`src/rtl/line_buf_pkg.sv`:
```
// Shared definitions for the line read-out path: FSM encodings, address
// layout and the pixel-word field positions.
package line_buf_pkg;

    localparam logic [1:0] ST_IDLE = 2'd0;
    localparam logic [1:0] ST_REQ  = 2'd1;
    localparam logic [1:0] ST_DATA = 2'd2;
    localparam logic [1:0] ST_DONE = 2'd3;

    localparam int LINE_STRIDE_LOG2 = 10;
    localparam int RADR_W           = 2 + 10 + LINE_STRIDE_LOG2;

    localparam int PIX_R_LSB = 0;
    localparam int PIX_G_LSB = 8;
    localparam int PIX_B_LSB = 16;
    localparam int PIX_W     = 8;

    // Word address of a burst: page, line, then word offset within the line.
    function automatic logic [RADR_W-1:0] burst_addr(
        input logic [1:0]                  vram,
        input logic [9:0]                  line,
        input logic [LINE_STRIDE_LOG2-1:0] word_idx
    );
        return {vram, line, word_idx};
    endfunction

endpackage

```
`src/rtl/line_rd_req_fsm.sv`:
```
// Burst request sequencer: walks one display line in BURST_LEN-word bursts,
// one burst outstanding at a time, and counts the returned words.
module line_rd_req_fsm
    import line_buf_pkg::*;
#(
    parameter int LINE_WORDS = 640,
    parameter int BURST_LEN  = 16,
    parameter int ADR_W      = 22
) (
    input  logic             FCLK_CLK0,
    input  logic             stop_n_rstb,
    input  logic             start,
    input  logic [9:0]       start_line,
    input  logic [1:0]       start_vram,
    input  logic             u_rack,
    input  logic             u_rd_da_en,
    output logic             in_idle,
    output logic             in_data,
    output logic             active_nxt,
    output logic             word_acc,
    output logic             line_end,
    output logic             u_rreq,
    output logic [ADR_W-1:0] u_radr
);

    localparam int              CNT_W      = $clog2(BURST_LEN);
    localparam logic [9:0]      LAST_BURST = 10'(LINE_WORDS / BURST_LEN - 1);
    localparam logic [CNT_W-1:0] LAST_WORD = CNT_W'(BURST_LEN - 1);

    logic [1:0]       state_q, state_d;
    logic [9:0]       burst_idx_q, burst_idx_d;
    logic [CNT_W-1:0] word_cnt_q, word_cnt_d;
    logic [9:0]       line_l_q, line_l_d;
    logic [1:0]       vram_l_q, vram_l_d;
    logic             rreq_q, rreq_d;
    logic [LINE_STRIDE_LOG2-1:0] word_idx_s;
    logic             burst_last_s;

    assign word_idx_s   = LINE_STRIDE_LOG2'(burst_idx_q * BURST_LEN);
    assign burst_last_s = (word_cnt_q == LAST_WORD);

    // Next-state, counter and line-latch logic.
    always_comb begin
        state_d     = state_q;
        burst_idx_d = burst_idx_q;
        word_cnt_d  = word_cnt_q;
        line_l_d    = line_l_q;
        vram_l_d    = vram_l_q;
        case (state_q)
            ST_IDLE: begin
                if (start) begin
                    line_l_d    = start_line;
                    vram_l_d    = start_vram;
                    burst_idx_d = 10'd0;
                    state_d     = ST_REQ;
                end else begin
                    state_d = ST_IDLE;
                end
            end
            ST_REQ: begin
                if (u_rack) begin
                    word_cnt_d = '0;
                    state_d    = ST_DATA;
                end else begin
                    state_d = ST_REQ;
                end
            end
            ST_DATA: begin
                if (u_rd_da_en && burst_last_s) begin
                    word_cnt_d = '0;
                    if (burst_idx_q == LAST_BURST) begin
                        state_d = ST_DONE;
                    end else begin
                        burst_idx_d = burst_idx_q + 10'd1;
                        state_d     = ST_REQ;
                    end
                end else if (u_rd_da_en) begin
                    word_cnt_d = word_cnt_q + CNT_W'(1);
                end else begin
                    word_cnt_d = word_cnt_q;
                end
            end
            ST_DONE: state_d = ST_IDLE;
            default: state_d = ST_IDLE;
        endcase
        rreq_d = (state_d == ST_REQ);
    end

    // State and counter registers.
    always_ff @(posedge FCLK_CLK0 or negedge stop_n_rstb) begin
        if (!stop_n_rstb) begin
            state_q     <= ST_IDLE;
            burst_idx_q <= 10'd0;
            word_cnt_q  <= '0;
            line_l_q    <= 10'd0;
            vram_l_q    <= 2'd0;
            rreq_q      <= 1'b0;
        end else begin
            state_q     <= state_d;
            burst_idx_q <= burst_idx_d;
            word_cnt_q  <= word_cnt_d;
            line_l_q    <= line_l_d;
            vram_l_q    <= vram_l_d;
            rreq_q      <= rreq_d;
        end
    end

    assign in_idle    = (state_q == ST_IDLE);
    assign in_data    = (state_q == ST_DATA);
    assign active_nxt = (state_d != ST_IDLE);
    assign word_acc   = in_data && u_rd_da_en;
    assign line_end   = (state_d == ST_DONE);
    assign u_rreq     = rreq_q;
    assign u_radr     = ADR_W'(burst_addr(vram_l_q, line_l_q, word_idx_s));

endmodule

```
`src/rtl/line_buf_out.sv`:
```
// Fetches one display line per request from VRAM and streams it to the
// video-out block; a single shadow slot queues the latest request while busy.
module line_buf_out
    import line_buf_pkg::*;
#(
    parameter int LINE_WORDS = 640,
    parameter int BURST_LEN  = 16,
    parameter int ADR_W      = 22
) (
    input  logic             FCLK_CLK0,
    input  logic             stop_n_rstb,
    input  logic             line_req,
    input  logic [11:0]      line_no,
    input  logic [1:0]       vram_no,
    output logic [31:0]      line_data,
    output logic             line_data_en,
    output logic             line_busy,
    output logic             line_done,
    output logic             u_rreq,
    input  logic             u_rack,
    output logic [ADR_W-1:0] u_radr,
    input  logic [31:0]      u_rd_da,
    input  logic             u_rd_da_en,
    output logic             ovf_err
);

    logic        in_idle_s, in_data_s, active_nxt_s, word_acc_s, line_end_s;
    logic        start_s;
    logic [9:0]  start_line_s;
    logic [1:0]  start_vram_s;
    logic        unused_line_hi_s;

    logic        pending_q, pending_d;
    logic [9:0]  shadow_line_q, shadow_line_d;
    logic [1:0]  shadow_vram_q, shadow_vram_d;
    logic [31:0] line_data_q, line_data_d;
    logic        line_data_en_q, line_data_en_d;
    logic        line_done_q, line_done_d;
    logic        line_busy_q, line_busy_d;
    logic        ovf_q, ovf_d;

    assign unused_line_hi_s = &{1'b0, line_no[11:10]};

    // A request arriving in IDLE beats the shadow copy: latest request wins.
    assign start_s      = line_req || pending_q;
    assign start_line_s = line_req ? line_no[9:0] : shadow_line_q;
    assign start_vram_s = line_req ? vram_no : shadow_vram_q;

    line_rd_req_fsm #(
        .LINE_WORDS (LINE_WORDS),
        .BURST_LEN  (BURST_LEN),
        .ADR_W      (ADR_W)
    ) u_fsm (
        .FCLK_CLK0   (FCLK_CLK0),
        .stop_n_rstb (stop_n_rstb),
        .start       (start_s),
        .start_line  (start_line_s),
        .start_vram  (start_vram_s),
        .u_rack      (u_rack),
        .u_rd_da_en  (u_rd_da_en),
        .in_idle     (in_idle_s),
        .in_data     (in_data_s),
        .active_nxt  (active_nxt_s),
        .word_acc    (word_acc_s),
        .line_end    (line_end_s),
        .u_rreq      (u_rreq),
        .u_radr      (u_radr)
    );

    // Pending shadow, output pipeline and sticky overflow flag.
    always_comb begin
        pending_d     = pending_q;
        shadow_line_d = shadow_line_q;
        shadow_vram_d = shadow_vram_q;
        if (line_req && !in_idle_s) begin
            pending_d     = 1'b1;
            shadow_line_d = line_no[9:0];
            shadow_vram_d = vram_no;
        end else if (in_idle_s) begin
            pending_d = 1'b0;
        end else begin
            pending_d = pending_q;
        end
        line_data_d    = word_acc_s ? u_rd_da : line_data_q;
        line_data_en_d = word_acc_s;
        line_done_d    = line_end_s;
        line_busy_d    = active_nxt_s || pending_d;
        ovf_d          = ovf_q || (u_rd_da_en && !in_data_s);
    end

    // Output and bookkeeping registers.
    always_ff @(posedge FCLK_CLK0 or negedge stop_n_rstb) begin
        if (!stop_n_rstb) begin
            pending_q      <= 1'b0;
            shadow_line_q  <= 10'd0;
            shadow_vram_q  <= 2'd0;
            line_data_q    <= 32'd0;
            line_data_en_q <= 1'b0;
            line_done_q    <= 1'b0;
            line_busy_q    <= 1'b0;
            ovf_q          <= 1'b0;
        end else begin
            pending_q      <= pending_d;
            shadow_line_q  <= shadow_line_d;
            shadow_vram_q  <= shadow_vram_d;
            line_data_q    <= line_data_d;
            line_data_en_q <= line_data_en_d;
            line_done_q    <= line_done_d;
            line_busy_q    <= line_busy_d;
            ovf_q          <= ovf_d;
        end
    end

    assign line_data    = line_data_q;
    assign line_data_en = line_data_en_q;
    assign line_done    = line_done_q;
    assign line_busy    = line_busy_q;
    assign ovf_err      = ovf_q;

endmodule

```
`config.mk`:
```
export PLATFORM = sky130hd
export DESIGN_NAME = line_buf_out
export DESIGN_NICKNAME = d
export VERILOG_FILES = /design/src/rtl/line_buf_pkg.sv /design/src/rtl/line_rd_req_fsm.sv /design/src/rtl/line_buf_out.sv
export SDC_FILE = /design/constraint.sdc
export NUM_CORES = 1
export LEC_CHECK = 0
export CAP_MARGIN = 20
export CORE_MARGIN = 4
export CORE_UTILIZATION = 46
export CTS_CLUSTER_SIZE = 24
export DETAILED_ROUTE_END_ITERATION = 8
export PLACE_DENSITY_LB_ADDON = 0.2
export SYNTH_ARGS = -nofsm -noshare
export SYNTH_HDL_FRONTEND = slang
export SYNTH_SLANG_ARGS = --single-unit
```
`constraint.sdc`:
```
create_clock -name FCLK_CLK0 -period 2.31 [get_ports FCLK_CLK0]
set_input_delay 0.462 -clock FCLK_CLK0 [delete_from_list [all_inputs] [get_ports FCLK_CLK0]]
set_output_delay 0.462 -clock FCLK_CLK0 [all_outputs]
set_load 0.02 [all_outputs]
```
-- Word level (Yosys, flattened, before mapping)
Cells that the tools add are included.
- flip-flop bits (word level): 78
- input port bits: 51
- add/sub/neg operators: 2
- equality and inequality tests: 12
- muxes and demuxes: 17
- reduce and logical (&&, ||, !) cells: 16
- operator list (operator ; count):
    2-to-1 mux 10 bit ; 4
    case mux 10 bit (2 select lines) ; 1
    2-to-1 mux 4 bit ; 3
    adder 10 x 1 -> 10 bit (second input constant) ; 1
    == test 10 x 6 -> 1 bit (second input constant) ; 1
    2-to-1 mux 2 bit ; 4
    case mux 2 bit (4 select lines) ; 1
    case mux 4 bit (2 select lines) ; 1
    == test 2 bit (second input constant) ; 3
    nonzero test 2 bit ; 3
    adder 4 x 1 -> 4 bit (second input constant) ; 1
    == test 2 x 1 -> 1 bit (second input constant) ; 2
    == test 4 bit (second input constant) ; 1
    logical AND 1 bit ; 4
    != test 2 x 1 -> 1 bit (second input constant) ; 2
    != test 2 bit (second input constant) ; 2
    AND reduction 4 bit ; 1
    logical OR 1 bit ; 3
    2-to-1 mux 1 bit ; 3
    != test 3 x 2 -> 1 bit (second input constant) ; 1
    AND reduction 3 bit ; 1
    logical NOT 1 bit ; 2
    logical NOT 2 bit ; 1
    AND reduction 2 bit ; 1

-- Longest topological paths before layout
- depth after elaboration: 6
- gate-level depth with buffers: 8
- gate-level depth less buffers: 6

-- Cells and area by module
From an unflattened synthesis, not the netlist that was laid out.
- cell total of the unflattened synthesis: 278
- area total of the unflattened synthesis: 3621.0 um2
- by module, submodules not included (module ; times used ; cells each ; area each (um2)):
    line_buf_out ; 1 ; 118 ; 1970.6
    line_rd_req_fsm ; 1 ; 160 ; 1650.3

-- Worst setup path before layout
Ideal clock, no wire load.
- kind: register to register
- start point: reg u_fsm.state_q[0]
- end point: reg u_fsm.rreq_q, in the netlist u_fsm.u_rreq
- setup time: 0.119 ns
- arrival time: 1.648 ns
- setup slack: 0.543 ns
- cell stages (with the launch flop): 8
- clock period less this slack: 1.767 ns
- cell sequence: dfrtp_1 -> inv_1 -> ha_1 -> clkbuf_2 -> nor4b_1 -> nand3_1 -> a221o_1 -> and2_1
- cells in the longest elaborated chain, start to end: 3
- elaborated cells on any way between the ends: 7
- those cells by class: eq/ne: 4; mux: 2; reduce/logical: 1
- ends and longest elaborated chain (item ; RTL line ; source):
    start: declaration ; line_rd_req_fsm.sv:30 ; logic [1:0] state_q, state_d;
    start signal: assignment ; line_rd_req_fsm.sv:99 ; state_q <= state_d;
    == test 2 bit (tied with other cells) ; line_rd_req_fsm.sv:49 ; case (state_q)
    case mux 2 bit (4 select lines) (*) ; line_rd_req_fsm.sv:49 ;
    == test 2 x 1 -> 1 bit (*) ; line_rd_req_fsm.sv:86 ; rreq_d = (state_d == ST_REQ);
    via u_fsm.rreq_d ; line_rd_req_fsm.sv:35 ; logic rreq_q, rreq_d;
    end signal: assignment ; line_rd_req_fsm.sv:104 ; rreq_q <= rreq_d;
    end: declaration ; line_rd_req_fsm.sv:35 ;
Mark *: on every way through the listed nets, which the timed path passes. The rest lies on a longest branch.
A chain may end at the register's enable or synchronous reset.

-- Worst setup path in the final report
Ends and elaborated chain as after synthesis.

==> results <==
[worst max-delay path by stage]
stage	from	endpoint	slack, ps	depth (start not counted)
after global placement	u_rd_da_en	u_fsm.burst_idx_q[5]	190	6
after floorplan	u_fsm.state_q[0]	u_fsm.u_rreq	540	7
after global routing	u_fsm.state_q[0]	line_done	60	6
after CTS	u_fsm.state_q[0]	u_fsm.u_rreq	290	6
after detailed placement	u_rd_da_en	u_fsm.burst_idx_q[5]	140	6
final	u_fsm.state_q[0]	u_fsm.u_rreq	270	6
[kinds of logic (layout without fill, tap and decap cells)]
logic type                 after synthesis  count (layout)  share of synthesized area
DFF                                     78              78                     0.5746
muxes                                   57              57                     0.1842
and+or+nand+nor                         57              57                    0.08472
AOI/OAI and AO/OA                       50              50                    0.09282
buffers and inverters                   29             135                    0.04419
adders and majority gates                5               5                    0.01842
other                                    1               4                   0.001104
[power by group through the flow]
stage | Sequential, mW | Combinational, mW | Clock (mW)
after floorplan | 2.37 | 0.681 | 0
after global placement | 2.01 | 1.93 | 0
after detailed placement | 2.03 | 1.96 | 0
after CTS | 2.01 | 1.96 | 0.881
after global routing | 2.07 | 2.09 | 0.953
final | 2.01 | 1.92 | 0.856
[flip-flops by register name, indices dropped and copies added (netlist names), 2 cells and up]
signal	cells
u_fsm.line_l_q	10
u_fsm.state_q	2
u_fsm.word_cnt_q	4
u_fsm.burst_idx_q	10
shadow_vram_q	2
shadow_line_q	10
u_fsm.vram_l_q	2
line_data	32
[stage by stage]
| step | setup slack, ps | hold WS [ps] |
|---|---|---|
| 6_report | 270.4 | 72.04 |
| 5_1_grt | 58.66 | 89.21 |
| 4_1_cts | 286.9 | 79.78 |
| 3_5_place_dp | 138.4 | 449.7 |
| 3_3_place_gp | 186.6 | 445.4 |
| 2_1_floorplan | 543.4 | 166.4 |
[per-layer routing]
layer  vias to the layer above  global-route usage  part of all wire
li1                       1174                   -                 -
met1                      1198              0.2154              0.43
met2                        57              0.2673              0.49
met3                        10             0.05769             0.062
met4                         0             0.05897             0.014
met5                         -                   0                 0
[worst max-delay path: cells and delay by family, from the launching register on]
family          cells  cell delay [ps]
simple gates        3              700
flops               1              400
fa+ha+maj           1              340
buf+inv             1               90
compound gates      1              410
[synthesized netlist by cell type]
library cell  instances
and2_1                3
nand3_1               6
a41oi_1               1
o31ai_1               7
o41ai_1               1
and3_1                3
nor4b_1               1
nor2b_1               2
a32o_1                1
buf_4                10
buf_1                 4
or3_1                 2
or2_2                 2
o22a_1                1
o211ai_1              1
a21oi_1               5
nor4_1                1
o21ai_0              24
nand2b_1              3
a22o_1                2
clkbuf_2              1
a22oi_1               3
or4_1                 1
mux2_2               44
buf_2                 2
clkbuf_1              6
nor3_1                2
mux2i_1              13
nor2_1                5
or2b_1                1
inv_1                 6
ha_1                  5
conb_1                1
o221ai_1              1
a221o_1               1
nand4_2               1
a21o_1                2
nand4_1               1
nand2_1              23
dfrtp_1              78
[area by class of cell]
class                   instances  area [um^2]
fillers                       592         2515
clock buffers                  10        127.6
flip-flops and latches         78         1952
well taps                      99        123.9
repair buffers                114         1136
inverters                       6        22.52
multi-input cells             173         1310
clock inverters                 5        27.53
==> metrics.cfg <==
[layout]
num_antenna_cells = 0
fin_cells = 485
stdcell_area_mm2 = 0.004700
final_common_cell = clkdlybuf4s50_1
layout-drive-gt1-share = 0.1917
syn_to_final_growth_pct = 38.34
finish.utilization = 0.6514
layout_common_cells = clkdlybuf4s50_1, dfrtp_1, mux2_2, o21ai_0, nand2_1
fin_nets = 438

[clock_tree]
clock_path_buffers = 2
cts.sinks = 78
clkSlewWorstSetupHoldPaths_ps = 80
h-tree-depth = 3
cts_resized = 0
cts_tree = done
root_buffer = clkbuf_8
clk-insertion-delay-late_ps = 340
post_cts_buffers = 0
ctsHoldBuffers = 0
numCtsBuffers = 9

[detailed_routing]
drcViolationCount = 0
num_vias = 2439
wl_per_cell_um = 14.48
drt_wl_total_um = 7024
first_iter_violations = 56
drt_first_pass_iters = 4
vias_per_cell = 5.029
ant_nets = 0

[global_routing]
gr-total-overflow = 0
grt_antenna_before_repair = 0
grt_pass1_vias = 2464
grt_pass1_wl_um = 11560
grt_util_all_layers = 0.1686
grt_max_degree = 43

[setup_path]
ff2ff_setup_slack_ps = 270
worstPathRequired_ps = 2550
max_stage_delay_ps = 410
crit_type = register to register
crit_arrival_ps = 2280
cp_max_fo = 10
regToRegStartpoint = u_fsm.state_q[0]
rr_worst_depth = 6
worstSetupStartpointType = register
crit_slowest_cell = a221o_1
path_cells = inv_1 -> ha_1 -> nor4b_1 -> nand3_1 -> a221o_1 -> and2_1
r2r_end = u_fsm.u_rreq
end_kind = register

[synthesis]
synthDistinctLibCells = 40
avgSynthCellArea_um2 = 12.26
netlist_area_mm2 = 0.003397
synth.top_cell.area_share = 0.5746
synth_top_area_cell = dfrtp_1
netlist_instances = 277
synth_area_leaders = dfrtp_1, mux2_2, mux2i_1
seq_area_frac_synth = 0.5746
ys_ff_latch = 78
synth_warnings = 0

[power_and_ir_drop]
fin_total_pwr_mw = 4.789
p_sw_mw = 1.621
seqPwrFrac = 0.420
p_clk_frac = 0.179
power.leakage_nw = 2.135
p_comb_frac = 0.402
p_int_mw = 3.168
power_density_mw_per_mm2 = 1019
p_sw_frac = 0.3385
peakVddDrop_v = 0.0005614

[floorplan]
die_x_um = 93.94
die_area_mm2 = 0.008824
die_height_um = 93.94
pin_count = 110
rows = 31
initial_utilization = 0.4709
core_mm2 = 0.007214

[sta]
tns_ps = 0
setup_viol = 0
rsz0062_at_grt = false
finalCriticalPeriod_ps = 2040
skew_ps = 6.333
hold_violations = 0
min_period_over_period = 0.8830
fmax_ghz = 0.4903
slew_violations = 0

[job]
max-cap-violations = 0

[outcome]
status = finished, final reports clean

[placed_design]
dp.cells = 470
place_area_mm2 = 0.004544
io_buffers = 103
gp_congestion = 0.7943
dp_hpwl_um = 5088

[worst_hold_path]
hold_path.class = primary input to async pin

Note: power is estimated with default switching activity, not from simulation.
